**src/rtl/echo_delay_ctrl_pkg.sv**
```systemverilog
// Shared constants and FSM encoding for the echo delay-line controller.
package echo_delay_ctrl_pkg;

  localparam int ECHO_DATA_W    = 10;
  localparam int ECHO_ADDR_W    = 13;
  localparam int ECHO_DELAY_RST = 4800;

  typedef enum logic [1:0] {
    ST_IDLE = 2'd0,
    ST_RD   = 2'd1,
    ST_WR   = 2'd2,
    ST_CAP  = 2'd3
  } echo_state_e;

endpackage

```
**src/rtl/echo_delay_ctrl_if.sv**
```systemverilog
// Port bundle between the delay-line controller and the single-port sample RAM.
interface echo_delay_ctrl_if
  import echo_delay_ctrl_pkg::*;
#(
  parameter int DATA_W = ECHO_DATA_W,
  parameter int ADDR_W = ECHO_ADDR_W
);

  logic [ADDR_W-1:0] ram_addr;
  logic              ram_wren;
  logic [DATA_W-1:0] ram_wdata;
  logic [DATA_W-1:0] ram_rdata;

  modport master (
    output ram_addr,
    output ram_wren,
    output ram_wdata,
    input  ram_rdata
  );

  modport slave (
    input  ram_addr,
    input  ram_wren,
    input  ram_wdata,
    output ram_rdata
  );

endinterface

```
**src/rtl/echo_ptr_gen.sv**
```systemverilog
// Write pointer, fill counter and delay register with deferred delay loads; read address = wr_ptr - delay.
// Latency: loads apply on the next edge in IDLE, otherwise on the CAP edge; no backpressure.
module echo_ptr_gen
  import echo_delay_ctrl_pkg::*;
#(
  parameter int ADDR_W    = ECHO_ADDR_W,
  parameter int DELAY_RST = ECHO_DELAY_RST
) (
  input  logic              sysclk,
  input  logic              rst_n,
  input  logic              in_idle,
  input  logic              step,
  input  logic              delay_load,
  input  logic [ADDR_W-1:0] delay_len,
  output logic [ADDR_W-1:0] wr_ptr,
  output logic [ADDR_W-1:0] rd_addr,
  output logic              fill_active,
  output logic              load_apply
);

  localparam logic [ADDR_W-1:0] ONE = ADDR_W'(1);

  logic [ADDR_W-1:0] delay;
  logic [ADDR_W-1:0] fill_cnt;
  logic [ADDR_W-1:0] pend_val;
  logic              pend_vld;
  logic [ADDR_W-1:0] len_clamped;
  logic [ADDR_W-1:0] apply_val;

  assign len_clamped = (delay_len == '0) ? ONE : delay_len;
  // A load seen in CAP is newer than anything pending, so it wins directly.
  assign load_apply  = (in_idle & delay_load) | (step & (pend_vld | delay_load));
  assign apply_val   = delay_load ? len_clamped : pend_val;
  assign rd_addr     = wr_ptr - delay;
  assign fill_active = (fill_cnt < delay);

  always_ff @(posedge sysclk or negedge rst_n) begin
    if (!rst_n) begin
      wr_ptr   <= '0;
      fill_cnt <= '0;
      delay    <= ADDR_W'(DELAY_RST);
      pend_vld <= 1'b0;
      pend_val <= '0;
    end else begin
      if (step) begin
        wr_ptr <= wr_ptr + ONE;
      end
      if (load_apply) begin
        delay    <= apply_val;
        fill_cnt <= '0;
      end else if (step && fill_active) begin
        fill_cnt <= fill_cnt + ONE;
      end
      if (step) begin
        pend_vld <= 1'b0;
      end else if (!in_idle && delay_load) begin
        pend_vld <= 1'b1;
        pend_val <= len_clamped;
      end
    end
  end

endmodule

```
**src/rtl/echo_delay_ctrl.sv**
```systemverilog
// Sequences an external single-port RAM as a circular echo delay line: read old, write new, emit delayed sample.
// Latency: echo_valid 3 cycles after sample_en; no backpressure, sample_en while busy is dropped and flags overrun.
module echo_delay_ctrl
  import echo_delay_ctrl_pkg::*;
#(
  parameter int DATA_W    = ECHO_DATA_W,
  parameter int ADDR_W    = ECHO_ADDR_W,
  parameter int DELAY_RST = ECHO_DELAY_RST
) (
  input  logic              sysclk,
  input  logic              rst_n,
  input  logic              sample_en,
  input  logic [DATA_W-1:0] x_in,
  input  logic [ADDR_W-1:0] delay_len,
  input  logic              delay_load,
  echo_delay_ctrl_if.master ram,
  output logic [DATA_W-1:0] echo_out,
  output logic              echo_valid,
  output logic              filling,
  output logic              overrun
);

  echo_state_e       state;
  echo_state_e       state_nxt;
  logic [DATA_W-1:0] x_reg;
  logic [ADDR_W-1:0] wr_ptr;
  logic [ADDR_W-1:0] rd_addr;
  logic              fill_active;
  logic              load_apply;
  logic              in_idle;
  logic              step;

  assign in_idle = (state == ST_IDLE);
  assign step    = (state == ST_CAP);

  echo_ptr_gen #(
    .ADDR_W    (ADDR_W),
    .DELAY_RST (DELAY_RST)
  ) u_ptr_gen (
    .sysclk      (sysclk),
    .rst_n       (rst_n),
    .in_idle     (in_idle),
    .step        (step),
    .delay_load  (delay_load),
    .delay_len   (delay_len),
    .wr_ptr      (wr_ptr),
    .rd_addr     (rd_addr),
    .fill_active (fill_active),
    .load_apply  (load_apply)
  );

  always_ff @(posedge sysclk or negedge rst_n) begin
    if (!rst_n) begin
      state <= ST_IDLE;
    end else begin
      state <= state_nxt;
    end
  end

  // RAM strobes decode straight from the state register so reset kills a write at once.
  always_comb begin
    state_nxt     = state;
    ram.ram_addr  = '0;
    ram.ram_wren  = 1'b0;
    ram.ram_wdata = '0;
    case (state)
      ST_IDLE: begin
        if (sample_en) begin
          state_nxt = ST_RD;
        end
      end
      ST_RD: begin
        ram.ram_addr = rd_addr;
        state_nxt    = ST_WR;
      end
      ST_WR: begin
        ram.ram_addr  = wr_ptr;
        ram.ram_wren  = 1'b1;
        ram.ram_wdata = x_reg;
        state_nxt     = ST_CAP;
      end
      ST_CAP: begin
        state_nxt = ST_IDLE;
      end
      default: begin
        state_nxt = ST_IDLE;
      end
    endcase
  end

  always_ff @(posedge sysclk or negedge rst_n) begin
    if (!rst_n) begin
      x_reg      <= '0;
      echo_out   <= '0;
      echo_valid <= 1'b0;
      filling    <= 1'b1;
      overrun    <= 1'b0;
    end else begin
      echo_valid <= (state == ST_WR);
      if (in_idle && sample_en) begin
        x_reg <= x_in;
      end
      if (!in_idle && sample_en) begin
        overrun <= 1'b1;
      end
      // Mute until the line holds a full delay of fresh samples.
      if (state == ST_WR) begin
        filling  <= fill_active;
        echo_out <= fill_active ? '0 : ram.ram_rdata;
      end else if (load_apply) begin
        filling <= 1'b1;
      end
    end
  end

endmodule

```
**src/flat_wrapper.sv**
```systemverilog
// flat-port wrapper written by rule: the top's interface ports become plain ports
module echo_delay_ctrl_flat import echo_delay_ctrl_pkg::*;
#(
  parameter int DATA_W    = ECHO_DATA_W,
  parameter int ADDR_W    = ECHO_ADDR_W,
  parameter int DELAY_RST = ECHO_DELAY_RST
)
  (sysclk, rst_n, sample_en, x_in, delay_len, delay_load, echo_out, echo_valid, filling, overrun, ram_ram_addr, ram_ram_wren, ram_ram_wdata, ram_ram_rdata);
  echo_delay_ctrl_if #(.DATA_W(DATA_W), .ADDR_W(ADDR_W)) ram_i ();
  input  logic sysclk;
  input  logic rst_n;
  input  logic sample_en;
  input  logic [DATA_W-1:0] x_in;
  input  logic [ADDR_W-1:0] delay_len;
  input  logic delay_load;
  output logic [DATA_W-1:0] echo_out;
  output logic echo_valid;
  output logic filling;
  output logic overrun;
  output wire logic [$bits(ram_i.ram_addr)-1:0] ram_ram_addr;
  output wire logic [$bits(ram_i.ram_wren)-1:0] ram_ram_wren;
  output wire logic [$bits(ram_i.ram_wdata)-1:0] ram_ram_wdata;
  input wire logic [$bits(ram_i.ram_rdata)-1:0] ram_ram_rdata;
  assign ram_ram_addr = ram_i.ram_addr;
  assign ram_ram_wren = ram_i.ram_wren;
  assign ram_ram_wdata = ram_i.ram_wdata;
  assign ram_i.ram_rdata = ram_ram_rdata;
  echo_delay_ctrl #(.DATA_W(DATA_W), .ADDR_W(ADDR_W), .DELAY_RST(DELAY_RST)) u_core (.sysclk(sysclk), .rst_n(rst_n), .sample_en(sample_en), .x_in(x_in), .delay_len(delay_len), .delay_load(delay_load), .ram(ram_i), .echo_out(echo_out), .echo_valid(echo_valid), .filling(filling), .overrun(overrun));
endmodule
```
**config.mk**
```make
export PLATFORM = sky130hd
export DESIGN_NAME = echo_delay_ctrl_flat
export DESIGN_NICKNAME = d
export VERILOG_FILES = /design/src/rtl/echo_delay_ctrl_pkg.sv /design/src/rtl/echo_delay_ctrl_if.sv /design/src/rtl/echo_ptr_gen.sv /design/src/rtl/echo_delay_ctrl.sv /design/src/flat_wrapper.sv
export SDC_FILE = /design/constraint.sdc
export NUM_CORES = 1
export LEC_CHECK = 0
export CORE_ASPECT_RATIO = 1.4
export CORE_MARGIN = 8
export CORE_UTILIZATION = 55
export CTS_CLUSTER_SIZE = 8
export DETAILED_ROUTE_END_ITERATION = 8
export DONT_BUFFER_PORTS = 1
export PLACE_DENSITY = 0.73
export SLEW_MARGIN = 25
export SYNTH_ARGS = -nofsm -noshare
export SYNTH_HDL_FRONTEND = slang
export SYNTH_SLANG_ARGS = --single-unit
```
**constraint.sdc**
```tcl
create_clock -name sysclk -period 5.5 [get_ports sysclk]
set_input_delay 0.825 -clock sysclk [delete_from_list [all_inputs] [get_ports sysclk]]
set_output_delay 0.825 -clock sysclk [all_outputs]
set_load 0.03 [all_outputs]
```
### Word-level counts from Yosys, hierarchy flattened

Cells that the tools add are included.

| operators by class | value |
|---|---|
| add/subtract/negate cells | 3 |
| $mul | 0 |
| divide/modulo/power cells | 0 |
| order comparisons | 1 |
| equality and inequality tests | 4 |
| shifts and indexed selects | 0 |
| mux-type cells | 14 |
| bitwise logic cells | 5 |
| reduce and logical (&&, ||, !) cells | 11 |

Operators with widths:

| cell | number |
|---|---|
| $mux 13 | 4 |
| $add 13x1->13 const B | 2 |
| $pmux 13 s2 | 1 |
| $mux 10 | 2 |
| $logic_not 13->1 | 1 |
| $lt 13x13->1 | 1 |
| $sub 13x13->13 | 1 |
| $pmux 2 s4 | 1 |
| $reduce_bool 2->1 | 3 |
| $mux 1 | 5 |
| $eq 2x2->1 const B | 2 |
| $logic_and 1x1->1 | 4 |
| $and 1x1->1 | 2 |
| $eq 2x1->1 const B | 1 |
| $logic_not 2->1 | 1 |
| $mux 2 | 1 |
| $ne 2x2->1 const B | 1 |
| $or 1x1->1 | 2 |
| $reduce_and 2->1 | 1 |
| $logic_not 1->1 | 1 |
| $not 1->1 | 1 |

| word-level totals | value |
|---|---|
| register bits after elaboration | 78 |
| bits in latches | 0 |
| memory bits (writable) | 0 |
| ROM bits | 0 |
| input port bits | 37 |
| output and inout port bits | 37 |
| logic and storage cells | 49 |
| memories kept | 0 |

### Logic depth before layout (Yosys ltp)

| logic depth | value |
|---|---|
| depth after elaboration | 5 |
| gate-level depth with buffers | 10 |

### Hierarchy

From an unflattened synthesis, not the netlist that was laid out.

| unflattened totals | value |
|---|---|
| cell total of the unflattened synthesis | 447 |
| area total of the unflattened synthesis | 4539.4 um2 |

By module, submodules not included:

| module | instances | cells each | area an instance (um2) | seq. area each (um2) |
|---|---|---|---|---|
| echo_ptr_gen | 1 | 340 | 3289.4 | 1331.3 |
| echo_delay_ctrl | 1 | 107 | 1249.9 | 626.9 |

### Worst setup path before layout

Ideal clock, no wire load.

| timing path | value |
|---|---|
| path kind | register -> output |
| from | register u_core.u_ptr_gen.wr_ptr[0] |
| to | output ram_ram_addr[12] |
| data arrival time | 2455 ps |
| required time | 4675 ps |
| slack | 2220 ps |
| stages on the path, launching flop included | 11 |
| path buffers | 0 |
| cells stage by stage | dfrtp_1 inv_1 ha_1 fa_1 nor2b_1 o31ai_2 a21oi_2 o21ai_1 and3_1 o31a_1 o21ai_1 |

| between the ends | value |
|---|---|
| longest elaborated chain between the ends | 2 |

Ends and longest elaborated chain:

| item | RTL line | RTL |
|---|---|---|
| from (decl) | echo_ptr_gen.sv:15 | `output logic [ADDR_W-1:0] wr_ptr,` |
| from (signal assigned) | echo_ptr_gen.sv:46 | `wr_ptr <= wr_ptr + ONE;` |
| $sub 13x13->13 | echo_ptr_gen.sv:34 | `assign rd_addr = wr_ptr - delay;` |
| $pmux 13 s2 | echo_delay_ctrl.sv:66 | `case (state)` |
| to (decl) | flat_wrapper.sv:20 | `output wire logic [$bits(ram_i.ram_addr)-1:0] ram_ram_addr;` |

No other way between the ends.

### Final worst setup path

Ends and elaborated chain as after synthesis.

==> impl_results.md <==
- # fillers: 670
- Status: complete, no violations
- Port Buffers: 0
- Post-CTS sizing: 0
- Slowest stage delay, CP: 0.48 ns
- Top cell type's share of synthesized area: 40.9%
- Synth Area in Compound Gates: 12.2%
- Initial Util: 55.8%
- DR WL/cell: 17.1 um
- Mux cell area share after synthesis: 8.50%
- RR Startpoint: u_core.u_ptr_gen.delay[12]
- Syn Nets: 520
- EDFF count, synth: 0
- Power per cell area: 551 nW/um^2
- Clk Latency, worst-skew pair: 0.33 ns
- Setup bufs post-CTS: 0
- Crit share post-route: 70.2%
- Core Rows: 39
- Peak supply drop: 0.322 mV
- Routed vias/inst: 5.74
- Clock tree root buffer cell: clkbuf_16
- Final ANT Viol Nets: 0
- # diodes: 0
- Flop2flop setup slack: 2.99 ns
- Synth Register Bits: 78
- List of most frequent post-synthesis cells: dfrtp_1, nand2_1, nor2_1
- Initial antenna violation count: 0
- Syn Inst Count: 452
- Critical path's slowest cell: o21ai_1
- Hold Fails Final Rpt: 0
- Final instance area: 4870 um^2
- Largest net degree at the start of global routing: 79
- Global route overflow: 0
- Most used DFF post-synth: dfrtp_1
- Critical path class: reg2out
- Nets@finish: 515
- First-pass GRT wire length: 15700 um
- Most used cell, CP: o21ai_1
- Buf/Inv on CP: 1
- Synthesized area per cell: 9.87 um^2
- Clock Skew: 0.00466 ns
- Cell family with most CP delay: compound AO/OA/AOI/OAI gates
- H-tree levels: 3
- # hold bufs at CTS: 0
- Netlist cell types: 48
- WHS: 0.185 ns
- Setup crit start kind: register
- Fin. max-slew vios: 0
- Post-Syn Area: 4460 um^2
- RSZ-0062 raised after global routing: no
- Placed Area: 4530 um^2
- Post-synthesis sequential area ratio: 43.9%
- Final WL: 9460 um
- Most numerous cell in the Yosys netlist: dfrtp_1
- Req. time, crit path: 4.68 ns
- Worst Tran Pin Value: 1.03 ns
- Worst Path Arrival: 3.03 ns
- Clock Path Buffers: 2
- Critical path peak fanout: 7
- Core footprint: 8000 um^2
- Layout cells sized above 1: 12.6%
- Async SR Flop Fraction: 100%
- Die Ht: 123 um
- Cells along the critical path: inv_1 > ha_1 > fa_1 > nor2b_1 > o31ai_2 > a21oi_2 > o21ai_1 > and3_1 > o31a_1 > o21ai_1
- Dominant cells by area after synthesis: dfrtp_1, ha_1, mux2_2, xor2_1, nand2_1
- CP Capture Type: output pin
- Synth-to-layout area growth: 9.20%
- Clock Sinks: 78
- Post-synth top area cell: dfrtp_1
- CTS tree: yes
- CTS Buf Count: 9
- Hpwl dp: 7260 um
- Horiz. Die Dim: 92.1 um
- Via count: 3178
- Critical path origin: u_core.u_ptr_gen.wr_ptr[0]
- DRC Markers: 0
- Yosys warning total: 0
- Final-report setup violation count: 0
- Full die area: 11300 um^2
- Highest clock rate: 0.259 GHz
- Simple-Gate Fraction of Synth Area: 15.8%
- DRT iter0 DRCs: 120
- Adder and majority cell fraction of the synthesized area: 8.86%
- Reg2Reg Capture Point: u_core.u_ptr_gen.fill_cnt[7]
- Xor and xnor area share after synthesis: 6.28%
- Max-Cap Viols: 0
- Worst Hold Class: in2async
- Worst reg-to-reg path cell count: 8
- Count of boundary I/O pins: 74
- Min Tclk post-route: 3.86 ns
- Clock transition at the registers of the reported paths: 0.06 ns
- Largest family of logic cells by synthesized area: simple AND/OR/NAND/NOR gates
- Slew margin rel.: 30.8%
- DR pass1 iterations: 4
- Number of global-route vias before repair: 3260
- Static Leak: 2.19 nW
- GRT Total Usage: 17.5%
- Gpl congestion: 0.890
- Total Neg Setup Slack: 0 ns
power breakdown:
part / leakage [nW] / internal, mW / switching [mW]
Combinational: 1.06 / 0.424 / 0.690
Clock: 0.158 / 0.444 / 0.228
Sequential: 0.972 / 0.768 / 0.134
Total: 2.19 / 1.64 / 1.05
cell usage in the layout (no fill, tap or decap), drive strengths merged, types with 2 or more instances in the layout:
cell and n:
dfrtp 73, nand2 39, nor2 39, inv 32, ha 30, a21oi 30, mux2 23, o21ai 21
xor2 17, xnor2 15, and2 13, mux2i 12, nand3 11, nand4 10, o22ai 10, clkbuf 9
and3 7, dfstp 5, nand2b 5, nor2b 4, o21a 4, nor3 4, a21o 4, a21boi 4
and4 4, o31ai 4, bufinv 3, clkinvlp 3, a211oi 3, nor4 2, nor4b 2, buf 2
cell families (layout without fill, tap and decap cells):
| family | count (synthesis) | count (layout) |
|---|---|---|
| simple gates | 141 | 141 |
| compound gates | 86 | 86 |
| flops | 78 | 78 |
| buf+inv | 49 | 49 |
| mux | 35 | 35 |
| xor+xnor | 32 | 32 |
| fa+ha+maj | 31 | 31 |
worst max-delay path by stage:
stage                             endpoint  slack [ns]  cells after the start
after detailed placement  ram_ram_addr[12]        2.01                     10
after global routing      ram_ram_addr[12]        1.44                     10
after CTS                 ram_ram_addr[12]        1.63                     10
final                     ram_ram_addr[12]        1.64                     10
after floorplan           ram_ram_addr[12]        2.22                     10
after global placement    ram_ram_addr[12]        2.09                     10
cell type report:
type | count | area (um^2) | share of cell area (%)
Clock inverter | 7 | 121 | 2.49
Timing Repair Buffer | 2 | 15.0 | 0.308
Clock buffer | 9 | 225 | 4.62
Multi-Input combinational cell | 325 | 2310 | 47.4
Sequential cell | 78 | 1960 | 40.2
Tap cell | 102 | 128 | 2.62
Inverter | 31 | 116 | 2.39
metal layers:
layer / track usage (%) / share of wire (%)
met5: 0 / 0
met4: 7.28 / 1.6
met3: 6.36 / 5.7
met2: 31.3 / 53
met1: 18.1 / 40
metrics by stage:
step / power [mW] / util (%) / instances / setup slack, ns
6_report: 2.69 / 60.9 / 554 / 1.64
3_5_place_dp: 2.03 / 56.6 / 538 / 2.01
3_3_place_gp: 1.99 / 56.6 / 538 / 2.09
5_1_grt: 2.87 / 60.9 / 554 / 1.44
2_1_floorplan: 1.81 / - / 452 / 2.22
4_1_cts: 2.72 / 60.9 / 554 / 1.63
Note: power is estimated with default switching activity, not from simulation.
